<file path="config.mk">
export PLATFORM = sky130hd
export DESIGN_NAME = mem_port2_arbiter
export DESIGN_NICKNAME = d
export VERILOG_FILES = /design/src/rtl/mem_port2_arbiter.sv
export SDC_FILE = /design/constraint.sdc
export NUM_CORES = 1
export LEC_CHECK = 0
export CAP_MARGIN = 10
export CORE_ASPECT_RATIO = 0.6
export CORE_MARGIN = 2
export CORE_UTILIZATION = 40
export DETAILED_ROUTE_END_ITERATION = 7
export PLACE_DENSITY = 0.78
export SETUP_SLACK_MARGIN = 0.4
export SYNTH_ARGS = -nofsm -noshare
export SYNTH_HDL_FRONTEND = slang
export SYNTH_SLANG_ARGS = --single-unit
</file>
<file path="constraint.sdc">
create_clock -name clk -period 2.25 [get_ports clk]
set_clock_uncertainty 0.05 [all_clocks]
set_input_delay 0.675 -clock clk [delete_from_list [all_inputs] [get_ports clk]]
set_output_delay 0.675 -clock clk [all_outputs]
set_load 0.005 [all_outputs]
</file>
<file path="src/rtl/mem_port2_arbiter.sv">
// Port-2 arbiter for the byte-lane block RAM: pipeline MEM stage (P) vs loader/debug master (D).
// Performs LC-3b byte-store lane steering and byte-load sign extension.
module mem_port2_arbiter #(
    parameter int unsigned STARVE_LIMIT = 4
) (
    input  logic        clk,
    input  logic        rst,
    input  logic        fetch_en,
    input  logic        p_req,
    input  logic        p_we,
    input  logic        p_byte,
    input  logic [15:0] p_addr,
    input  logic [15:0] p_wdata,
    output logic        p_ack,
    output logic [15:0] p_rdata,
    input  logic        d_req,
    input  logic        d_we,
    input  logic        d_byte,
    input  logic [15:0] d_addr,
    input  logic [15:0] d_wdata,
    output logic        d_ack,
    output logic [15:0] d_rdata,
    output logic [15:0] mem_addr2,
    output logic        mem_en,
    output logic        mem_we_low,
    output logic        mem_we_high,
    output logic [15:0] mem_data_in,
    input  logic [15:0] mem_data2_out,
    output logic        busy
);
    localparam int unsigned CNT_W = 4;

    typedef enum logic [1:0] {IDLE, ISSUE, RESP} state_e;

    state_e             state_q, state_d;
    logic [CNT_W-1:0]   starve_cnt_q, starve_cnt_d;
    logic               owner_q, owner_d;      // 1 = D owns the access
    logic [15:0]        addr_q, addr_d;
    logic               we_q, we_d;
    logic               byte_q, byte_d;
    logic               p_ack_q, p_ack_d, d_ack_q, d_ack_d;
    logic [15:0]        p_rdata_q, p_rdata_d, d_rdata_q, d_rdata_d;
    logic               we_low_q, we_low_d, we_high_q, we_high_d;
    logic [15:0]        mem_addr2_q, mem_addr2_d, mem_data_in_q, mem_data_in_d;
    logic               busy_q, busy_d;

    logic               grant_d_c;
    logic               sel_we, sel_byte;
    logic [15:0]        sel_addr, sel_wdata;
    logic [7:0]         rd_lane;
    logic [15:0]        rd_val;

    // Next-state, grant, lane steering and response formatting
    always_comb begin
        state_d       = state_q;
        starve_cnt_d  = starve_cnt_q;
        owner_d       = owner_q;
        addr_d        = addr_q;
        we_d          = we_q;
        byte_d        = byte_q;
        p_ack_d       = 1'b0;
        d_ack_d       = 1'b0;
        p_rdata_d     = 16'h0000;
        d_rdata_d     = 16'h0000;
        we_low_d      = 1'b0;
        we_high_d     = 1'b0;
        mem_addr2_d   = mem_addr2_q;
        mem_data_in_d = mem_data_in_q;

        grant_d_c = d_req && (!p_req || (starve_cnt_q == CNT_W'(STARVE_LIMIT)));
        sel_we    = grant_d_c ? d_we    : p_we;
        sel_byte  = grant_d_c ? d_byte  : p_byte;
        sel_addr  = grant_d_c ? d_addr  : p_addr;
        sel_wdata = grant_d_c ? d_wdata : p_wdata;

        rd_lane = addr_q[0] ? mem_data2_out[15:8] : mem_data2_out[7:0];
        if (we_q) begin
            rd_val = 16'h0000;
        end else if (byte_q) begin
            rd_val = {{8{rd_lane[7]}}, rd_lane};
        end else begin
            rd_val = mem_data2_out;
        end

        case (state_q)
            IDLE: begin
                if (p_req || d_req) begin
                    state_d       = ISSUE;
                    owner_d       = grant_d_c;
                    addr_d        = sel_addr;
                    we_d          = sel_we;
                    byte_d        = sel_byte;
                    mem_addr2_d   = sel_addr;
                    mem_data_in_d = sel_byte ? {sel_wdata[7:0], sel_wdata[7:0]} : sel_wdata;
                    we_low_d      = sel_we && (!sel_byte || !sel_addr[0]);
                    we_high_d     = sel_we && (!sel_byte || sel_addr[0]);
                    if (grant_d_c || !d_req) begin
                        starve_cnt_d = '0;
                    end else if (starve_cnt_q != CNT_W'(STARVE_LIMIT)) begin
                        starve_cnt_d = starve_cnt_q + CNT_W'(1);
                    end
                end
            end
            ISSUE: state_d = RESP;
            RESP: begin
                state_d = IDLE;
                if (owner_q) begin
                    d_ack_d   = 1'b1;
                    d_rdata_d = rd_val;
                end else begin
                    p_ack_d   = 1'b1;
                    p_rdata_d = rd_val;
                end
            end
            default: state_d = IDLE;
        endcase

        busy_d = (state_d != IDLE);
    end

    always_ff @(posedge clk) begin
        if (rst) begin
            state_q       <= IDLE;
            starve_cnt_q  <= '0;
            owner_q       <= 1'b0;
            addr_q        <= 16'h0000;
            we_q          <= 1'b0;
            byte_q        <= 1'b0;
            p_ack_q       <= 1'b0;
            d_ack_q       <= 1'b0;
            p_rdata_q     <= 16'h0000;
            d_rdata_q     <= 16'h0000;
            we_low_q      <= 1'b0;
            we_high_q     <= 1'b0;
            mem_addr2_q   <= 16'h0000;
            mem_data_in_q <= 16'h0000;
            busy_q        <= 1'b0;
        end else begin
            state_q       <= state_d;
            starve_cnt_q  <= starve_cnt_d;
            owner_q       <= owner_d;
            addr_q        <= addr_d;
            we_q          <= we_d;
            byte_q        <= byte_d;
            p_ack_q       <= p_ack_d;
            d_ack_q       <= d_ack_d;
            p_rdata_q     <= p_rdata_d;
            d_rdata_q     <= d_rdata_d;
            we_low_q      <= we_low_d;
            we_high_q     <= we_high_d;
            mem_addr2_q   <= mem_addr2_d;
            mem_data_in_q <= mem_data_in_d;
            busy_q        <= busy_d;
        end
    end

    // Port-1 fetch keeps the shared enable unless port 2 is issuing
    assign mem_en      = fetch_en || (state_q == ISSUE);
    assign p_ack       = p_ack_q;
    assign d_ack       = d_ack_q;
    assign p_rdata     = p_rdata_q;
    assign d_rdata     = d_rdata_q;
    assign mem_we_low  = we_low_q;
    assign mem_we_high = we_high_q;
    assign mem_addr2   = mem_addr2_q;
    assign mem_data_in = mem_data_in_q;
    assign busy        = busy_q;

endmodule

</file>
==> Implementation_results.wiki, run 1 <==
{| class="wikitable"
! Metric !! Value
|-
| Run status || completed
|-
| Average wire per cell in the routed design || 17.25 um
|-
| Horizontal extent of the die || 123.0 um
|-
| Netlist Area Pre-Place || 0.003396 sq mm
|-
| Hold Fails Final Rpt || 0
|-
| Mapped Nets || 455
|-
| Count of placed standard cells including taps || 612
|-
| Cell chain of the critical path || clkdlybuf4s15_1 -> nand2b_4 -> buf_6
|-
| Final critical delay including setup and external delays || 1.807 ns
|-
| Global-route usage over all layers || 23.51%
|-
| Place WS || -0.1861 ns
|-
| Initial antenna violation count || 0
|-
| Pin count of the biggest net entering global routing || 42
|-
| Post-synthesis cell type count || 27
|-
| Via count of the first global-routing pass || 3286
|-
| FF+latch count, synth || 78
|-
| Fmax || between 500 and 600 MHz
|-
| R2R setup slack || 0.58 ns
|-
| Clock latency on the worst-skew pair || around 0.33 ns
|-
| Cell family with most CP delay || buffers and inverters
|-
| Data arrival at the endpoint of the critical path || roughly 1.1 ns
|-
| Final wirelength || roughly 11000 um
|-
| Via density per instance || 5.249
|-
| Critical path buffer and inverter count || 2
|-
| Logic depth of the worst register-to-register path || 7
|-
| Count of buffers inserted at the top-level ports || 158
|-
| Worst setup path category || input pin to primary output
|-
| Endpoint with the worst hold slack || d_ack
|-
| Static Leak || 2.399 nW
|-
| Placed wire-length estimate after detailed placement || 7693 um
|-
| Required time at the worst-slack endpoint || roughly 1.5 ns
|-
| Share of the cycle needed by the critical path after routing || 80.29%
|-
| Cell internal pwr || 2.997 mW
|-
| Number of max-cap violations || 0
|-
| Reg clk slew, reported paths || 0.06 ns
|-
| Element type at the critical path start || input pin
|-
| Start point of the worst hold path || owner_q
|-
| Number of clock sinks || about 80
|-
| Die footprint || slightly above 0.009 sq mm
|-
| Clock tree from TritonCTS || yes
|-
| Setup slack of the critical path after layout || 0.4435 ns
|-
| Largest vdd supply drop || 0.0005110 V
|-
| Global-route wire length before repair || 16530 um
|-
| CTS max path bufs || 2
|-
| Non-Filler Instances || 634
|-
| Total negative slack || 0 ns
|-
| Relative max-transition margin || 58.55%
|-
| Pwr/cell area || 728.3 mW/mm^2
|-
| Cts bufs inserted || 9
|-
| Total chip power || about 4 mW
|-
| Vertical die dimension || approximately 75 um
|-
| Most common library cell in the layout ignoring fill and taps || clkdlybuf4s50_1
|-
| Maximum fanout encountered on the critical timing path || 1
|-
| DRT iter0 DRCs || 210
|-
| Root Buffer || clkbuf_16
|-
| Post-layout nets || 612
|-
| Yosys warning count || 0
|-
| Final number of setup-violating endpoints || 0
|-
| Switch share || about a quarter
|-
| Count of filler cells inserted in the layout || 640
|-
| Part of the total power dissipated in combinational logic || 19.4%
|-
| DR vias || 3328
|-
| Gate Count Post-Synth || 364
|-
| Mean area per synthesized cell || 9.329 sq um
|-
| Top library cells by usage in the layout, fill and taps aside || 84 x clkdlybuf4s50_1, 72 x nand2_1, 71 x dlygate4sd2_1
|-
| Worst hold stages || 2
|-
| Largest incremental delay on the critical path || 0.17 ns
|-
| P_sw || 1.002 mW
|-
| Initial core utilization || 42.24%
|-
| Kind of end point of the critical path || primary output
|-
| Total core area || about 0.0080 sq mm
|-
| Slowest cell on crit path || clkdlybuf4s15_1
|-
| Flop pwr share || 38.2%
|-
| Transition time at the pin with the least slew margin || 0.6218 ns
|-
| Placer's final routability congestion estimate || 0.8502
|-
| Endpoint of the most critical register-to-register path || mem_addr2[1]
|-
| Residual DRC count || 0
|-
| Global route total overflow || 0
|-
| Final ANT Viol Nets || 0
|-
| Count of boundary I/O pins || 159
|-
| Final antenna diode count || 0
|-
| First-pass iteration count of the detailed router || 4
|-
| H-tree depth || 3
|-
| RR Startpoint || starve_cnt_q[0]
|-
| Register area share after synthesis || 45.98%
|-
| Share of final-layout standard cells stronger than drive strength 1 || 19.96%
|-
| Area delta synth->final || 61.68%
|-
| Portion of total power attributed to the clock network || 42.4%
|-
| Core Rows || 25
|-
| Setup repair after global routing missed its margin || false
|-
| Max-slew violation total from the final report || 0
|-
| Type of the worst min-delay path || register to register
|}
## tightest hold or removal path: stages, from the launching register on
cell and delay (ns):
dfxtp_1 0.34, inv_1 0.07, nor2_1 0.04
## cells by family after synthesis
logic type	share of synthesized area, %
simple gates	23.66
buf+inv	5.379
fa+ha+maj	0.7368
mux	2.395
flops	45.98
compound gates	21.85
## cells in the mapped netlist
| cell | instances | area (sq um) |
|---|---|---|
| a31oi_1 | 10 | 62.56 |
| nand3b_4 | 1 | 20.02 |
| buf_6 | 5 | 56.30 |
| a21boi_4 | 1 | 18.77 |
| inv_1 | 4 | 15.01 |
| o2111ai_1 | 16 | 140.1 |
| a311oi_2 | 26 | 390.4 |
| clkbuf_1 | 11 | 41.29 |
| mux2_2 | 1 | 11.26 |
| buf_4 | 2 | 15.01 |
| nand2_1 | 72 | 270.3 |
| or3_1 | 3 | 18.77 |
| ha_1 | 2 | 25.02 |
| nand3b_1 | 1 | 7.510 |
| nor2_1 | 26 | 97.59 |
| nor3_4 | 1 | 16.27 |
| nand3_1 | 9 | 45.04 |
| a21oi_1 | 23 | 115.1 |
| dfxtp_1 | 78 | 1562 |
| nand2b_1 | 29 | 181.4 |
| a21bo_2 | 1 | 10.01 |
| nor2_2 | 21 | 131.4 |
| nand4b_1 | 1 | 8.760 |
| o21ai_0 | 1 | 5.000 |
| buf_2 | 11 | 55.05 |
| and3_1 | 1 | 6.260 |
| mux2i_1 | 7 | 70.07 |
## flip-flops by register name, indices dropped and copies added, names as in the netlist
name,count
mem_we_low,1
mem_addr2,16
state_q,2
we_q,1
p_ack,1
starve_cnt_q,4
owner_q,1
d_rdata,16
mem_we_high,1
busy,1
p_rdata,16
byte_q,1
d_ack,1
mem_data_in,16
## area by class of cell
type | instances | area (sq um) | area share, %
repair buffers | 175 | 1742 | 31.72
multi-input cells | 253 | 1669 | 30.40
well taps | 108 | 135.1 | 2.461
clock inverters | 7 | 125.1 | 2.279
flip-flops and latches | 78 | 1579 | 28.76
inverters | 4 | 15.01 | 0.2735
clock buffers | 9 | 225.2 | 4.102
## through the flow
stage	cell area (sq um)	util, %	hold slack [ns]
after floorplan	3396	-	0.3722
after global placement	5097	63.41	0.4045
after detailed placement	5097	63.41	0.4119
after CTS	5470	68.05	0.4334
after global routing	5490	68.30	0.4527
final	5490	68.30	0.4351
## metal layers
layer / global-route usage (%) / up-vias / routed length, um / share of wire (%)
met5: 0 / - / 0 / 0
met2: 41.07 / 124 / 5191 / 47
li1: - / 1595 / - / -
met4: 7.663 / 0 / 121 / 1.1
met1: 28.08 / 1598 / 4685 / 43
met3: 7.410 / 11 / 938 / 8.6
## power groups by stage
stage	clock, mW	sequential, mW	combinational (mW)
floorplan	0	1.55	0.359
global placement	0	1.55	0.742
detailed placement	0	1.55	0.760
CTS	1.72	1.52	0.771
global route	1.76	1.54	0.837
finish	1.70	1.53	0.776
## repair_timing
action,in CTS,in global routing
buffers inserted,4,0
pin swaps,1,0
endpoints found under the setup margin,109,1
gates cloned,2,0
resized for setup,90,6
hold buffers,0,0
## how the worst max path moves through the flow
stage / from / to / slack [ns] / cells after the start
detailed placement: fetch_en / mem_en / -0.19 / 3
finish: fetch_en / mem_en / 0.44 / 3
global route: fetch_en / mem_en / 0.42 / 3
global placement: fetch_en / mem_en / -0.18 / 3
CTS: fetch_en / mem_en / 0.37 / 3
floorplan: rst / p_rdata[12] / 0.45 / 7
No activity file was read; power rests on OpenSTA's default activity.
==> run 2, diff against run 1 <==
- CORE_UTILIZATION: 40 -> 37
- PLACE_DENSITY: 0.78 -> 0.76
- clock period: 2.25 -> 1.65 ns (I/O delays scaled with it)
==> Implementation_results.wiki, run 2 (synthesized netlist as in run 1, its figures left out) <==
{| class="wikitable"
! Metric !! Value
|-
| Placer's final routability congestion estimate || 0.8188 (-3.7%)
|-
| Global route total overflow || 0 (unchanged)
|-
| Final ANT Viol Nets || 0 (unchanged)
|-
| Run status || completed
|-
| Total chip power || 5.817 mW (+45%)
|-
| Hold Fails Final Rpt || 0 (unchanged)
|-
| Reg clk slew, reported paths || 0.06 ns (about the same)
|-
| Static Leak || 2.781 nW (+16%)
|-
| Type of the worst min-delay path || register to register
|-
| Final number of setup-violating endpoints || 0 (unchanged)
|-
| First-pass iteration count of the detailed router || 5 (+1)
|-
| WL met1 || 5686 um (+21%)
|-
| Vertical die dimension || 78.21 um (+3.8%)
|-
| Relative max-transition margin || 59.43% (+0.89 points)
|-
| Horizontal extent of the die || 127.7 um (+3.8%)
|-
| Root Buffer || clkbuf_16
|-
| Clock latency on the worst-skew pair || 0.34 ns (about the same)
|-
| Slowest cell on crit path || dfxtp_2
|-
| Total core area || 0.009054 sq mm (+13%)
|-
| Largest vdd supply drop || 0.0007044 V (+38%)
|-
| Global-route usage over all layers || 24.58% (+1.1 points)
|-
| Data arrival at the endpoint of the critical path || 1.79 ns (+0.71 ns)
|-
| Kind of end point of the critical path || register
|-
| Post-layout nets || 687 (+12%)
|-
| Via density per instance || 5.134 (-2.2%)
|-
| Number of max-cap violations || 0 (unchanged)
|-
| Maximum fanout encountered on the critical timing path || 8 (+7)
|-
| Transition time at the pin with the least slew margin || 0.6085 ns (-0.01333 ns)
|-
| Pwr/cell area || 868.2 mW/mm^2 (+19%)
|-
| Residual DRC count || 0 (unchanged)
|-
| Count of filler cells inserted in the layout || 617 (-3.6%)
|-
| Placed wire-length estimate after detailed placement || 7548 um (-1.9%)
|-
| Count of boundary I/O pins || 159 (unchanged)
|-
| Element type at the critical path start || register
|-
| Setup slack of the critical path after layout || 0.05472 ns (-0.3887 ns)
|-
| Met3 Wirelength || 1078 um (+15%)
|-
| Count of placed standard cells including taps || 642 (+4.9%)
|-
| Fmax || ~630 MHz
|-
| Highest routing layer actually used || met4
|-
| Share of the cycle needed by the critical path after routing || 96.68%
|-
| Worst setup path category || register to register
|-
| Count of buffers inserted at the top-level ports || 158 (unchanged)
|-
| Required time at the worst-slack endpoint || 1.84 ns (+0.32 ns)
|-
| CTS max path bufs || 2 (unchanged)
|-
| Die footprint || 0.009985 sq mm (+7.7%)
|-
| H-tree depth || 3 (unchanged)
|-
| Top library cells by usage in the layout, fill and taps aside || 84 x clkdlybuf4s50_1, 62 x nand2_1, 51 x buf_4, 51 x dfxtp_2, 51 x buf_2
|-
| Average wire per cell in the routed design || 18.16 um (+5.3%)
|-
| DR vias || 3681 (+11%)
|-
| Area delta synth->final || 97.31%
|-
| Final antenna diode count || 0 (unchanged)
|-
| Share of final-layout standard cells stronger than drive strength 1 || 58.90% (+39 points)
|-
| Final wirelength || 13020 um (+19%)
|-
| Total negative slack || 0 ns (unchanged)
|-
| Non-Filler Instances || 717 (+13%)
|-
| Final critical delay including setup and external delays || 1.595 ns
|-
| Setup repair after global routing missed its margin || true
|-
| Number of clock sinks || 78 (unchanged)
|-
| Pin count of the biggest net entering global routing || 42 (unchanged)
|-
| Most common library cell in the layout ignoring fill and taps || clkdlybuf4s50_1
|-
| Cell seen most often among critical-path stages || buf_6
|-
| Cell chain of the critical path || buf_6 -> nor3_4 -> buf_6 -> buf_6 -> buf_16 -> buf_8 -> nor2_4 -> a311oi_2
|-
| Critical path buffer and inverter count || 5 (+3)
|-
| Number of buffers added to fix hold violations after cts || 0 (unchanged)
|-
| Place WS || -0.5181 ns (-0.3320 ns)
|-
| Max-slew violation total from the final report || 0 (unchanged)
|-
| Clock tree from TritonCTS || yes
|-
| Cts bufs inserted || 9 (unchanged)
|-
| Largest incremental delay on the critical path || 0.34 ns (+0.17 ns)
|-
| Core Rows || 27 (+8.0%)
|-
| Initial antenna violation count || 0 (unchanged)
|-
| DRT iter0 DRCs || 255 (+21%)
|-
| Via count of the first global-routing pass || 3747 (+14%)
|-
| Global-route wire length before repair || 19190 um (+16%)
|-
| Initial core utilization || 37.51% (-4.7 points)
|-
| Met2 Wirelength || 6140 um (+18%)
|-
| Cell family with most CP delay || buffers and inverters
|}
[run 2: final timing paths]
| check | from | end | slack (ns) | cells after the start |
|---|---|---|---|---|
| setup reg to reg | state_q[0] | mem_addr2[2] | 0.05 | 8 |
| hold reg to reg | mem_data_in[14] | mem_data_in[14] | 0.44 | 2 |
| setup / recovery | state_q[0] | mem_addr2[2] | 0.05 | 8 |
| hold / removal | mem_data_in[14] | mem_data_in[14] | 0.44 | 2 |
[run 2: repair_timing]
action                     CTS  global route
pin swaps                   12            19
buffers inserted            34            14
gates resized for setup    382            54
setup endpoints to repair  144           144
cloned                       7             4
[run 2: through the flow]
| stage | hold slack, ns | cell area (sq um) | util (%) |
|---|---|---|---|
| 5_1_grt | 0.4523 | 6700 | 74.01 |
| 3_5_place_dp | 0.3937 | 5618 | 62.05 |
| 2_1_floorplan | 0.3721 | 3756 | - |
| 3_3_place_gp | 0.3843 | 5618 | 62.05 |
| 4_1_cts | 0.4109 | 6254 | 69.07 |
| 6_report | 0.4362 | 6700 | 74.01 |
[run 2: power breakdown]
part           leakage (nW)  switching (mW)  total, mW  internal [mW]
logic                  1.98           0.712       1.66          0.951
registers             0.657          0.0758       2.09           2.02
clock network         0.147           0.867       2.06           1.19
total                  2.78            1.65       5.82           4.16
[run 2: cell type report]
type                    instances  area, sq um  area share [%]
inverters                       4        15.01          0.2241
clock buffers                   9        225.2           3.361
flip-flops and latches         78         1625           24.26
repair buffers                250         2457           36.68
multi-input cells             253         2151           32.10
well taps                     116        145.1           2.166
clock inverters                 7        81.33           1.214
[run 2: tightest hold or removal path, cell delays in order (launching register included)]
cell and delay (ns):
dfxtp_2 0.32, nand2_1 0.05, a31oi_1 0.07
[run 2: metal layers]
metal | vias up | global-route usage (%)
met5 | - | 0
met4 | 0 | 6.703
met3 | 12 | 7.566
met2 | 170 | 40.11
met1 | 1755 | 31.69
li1 | 1744 | -
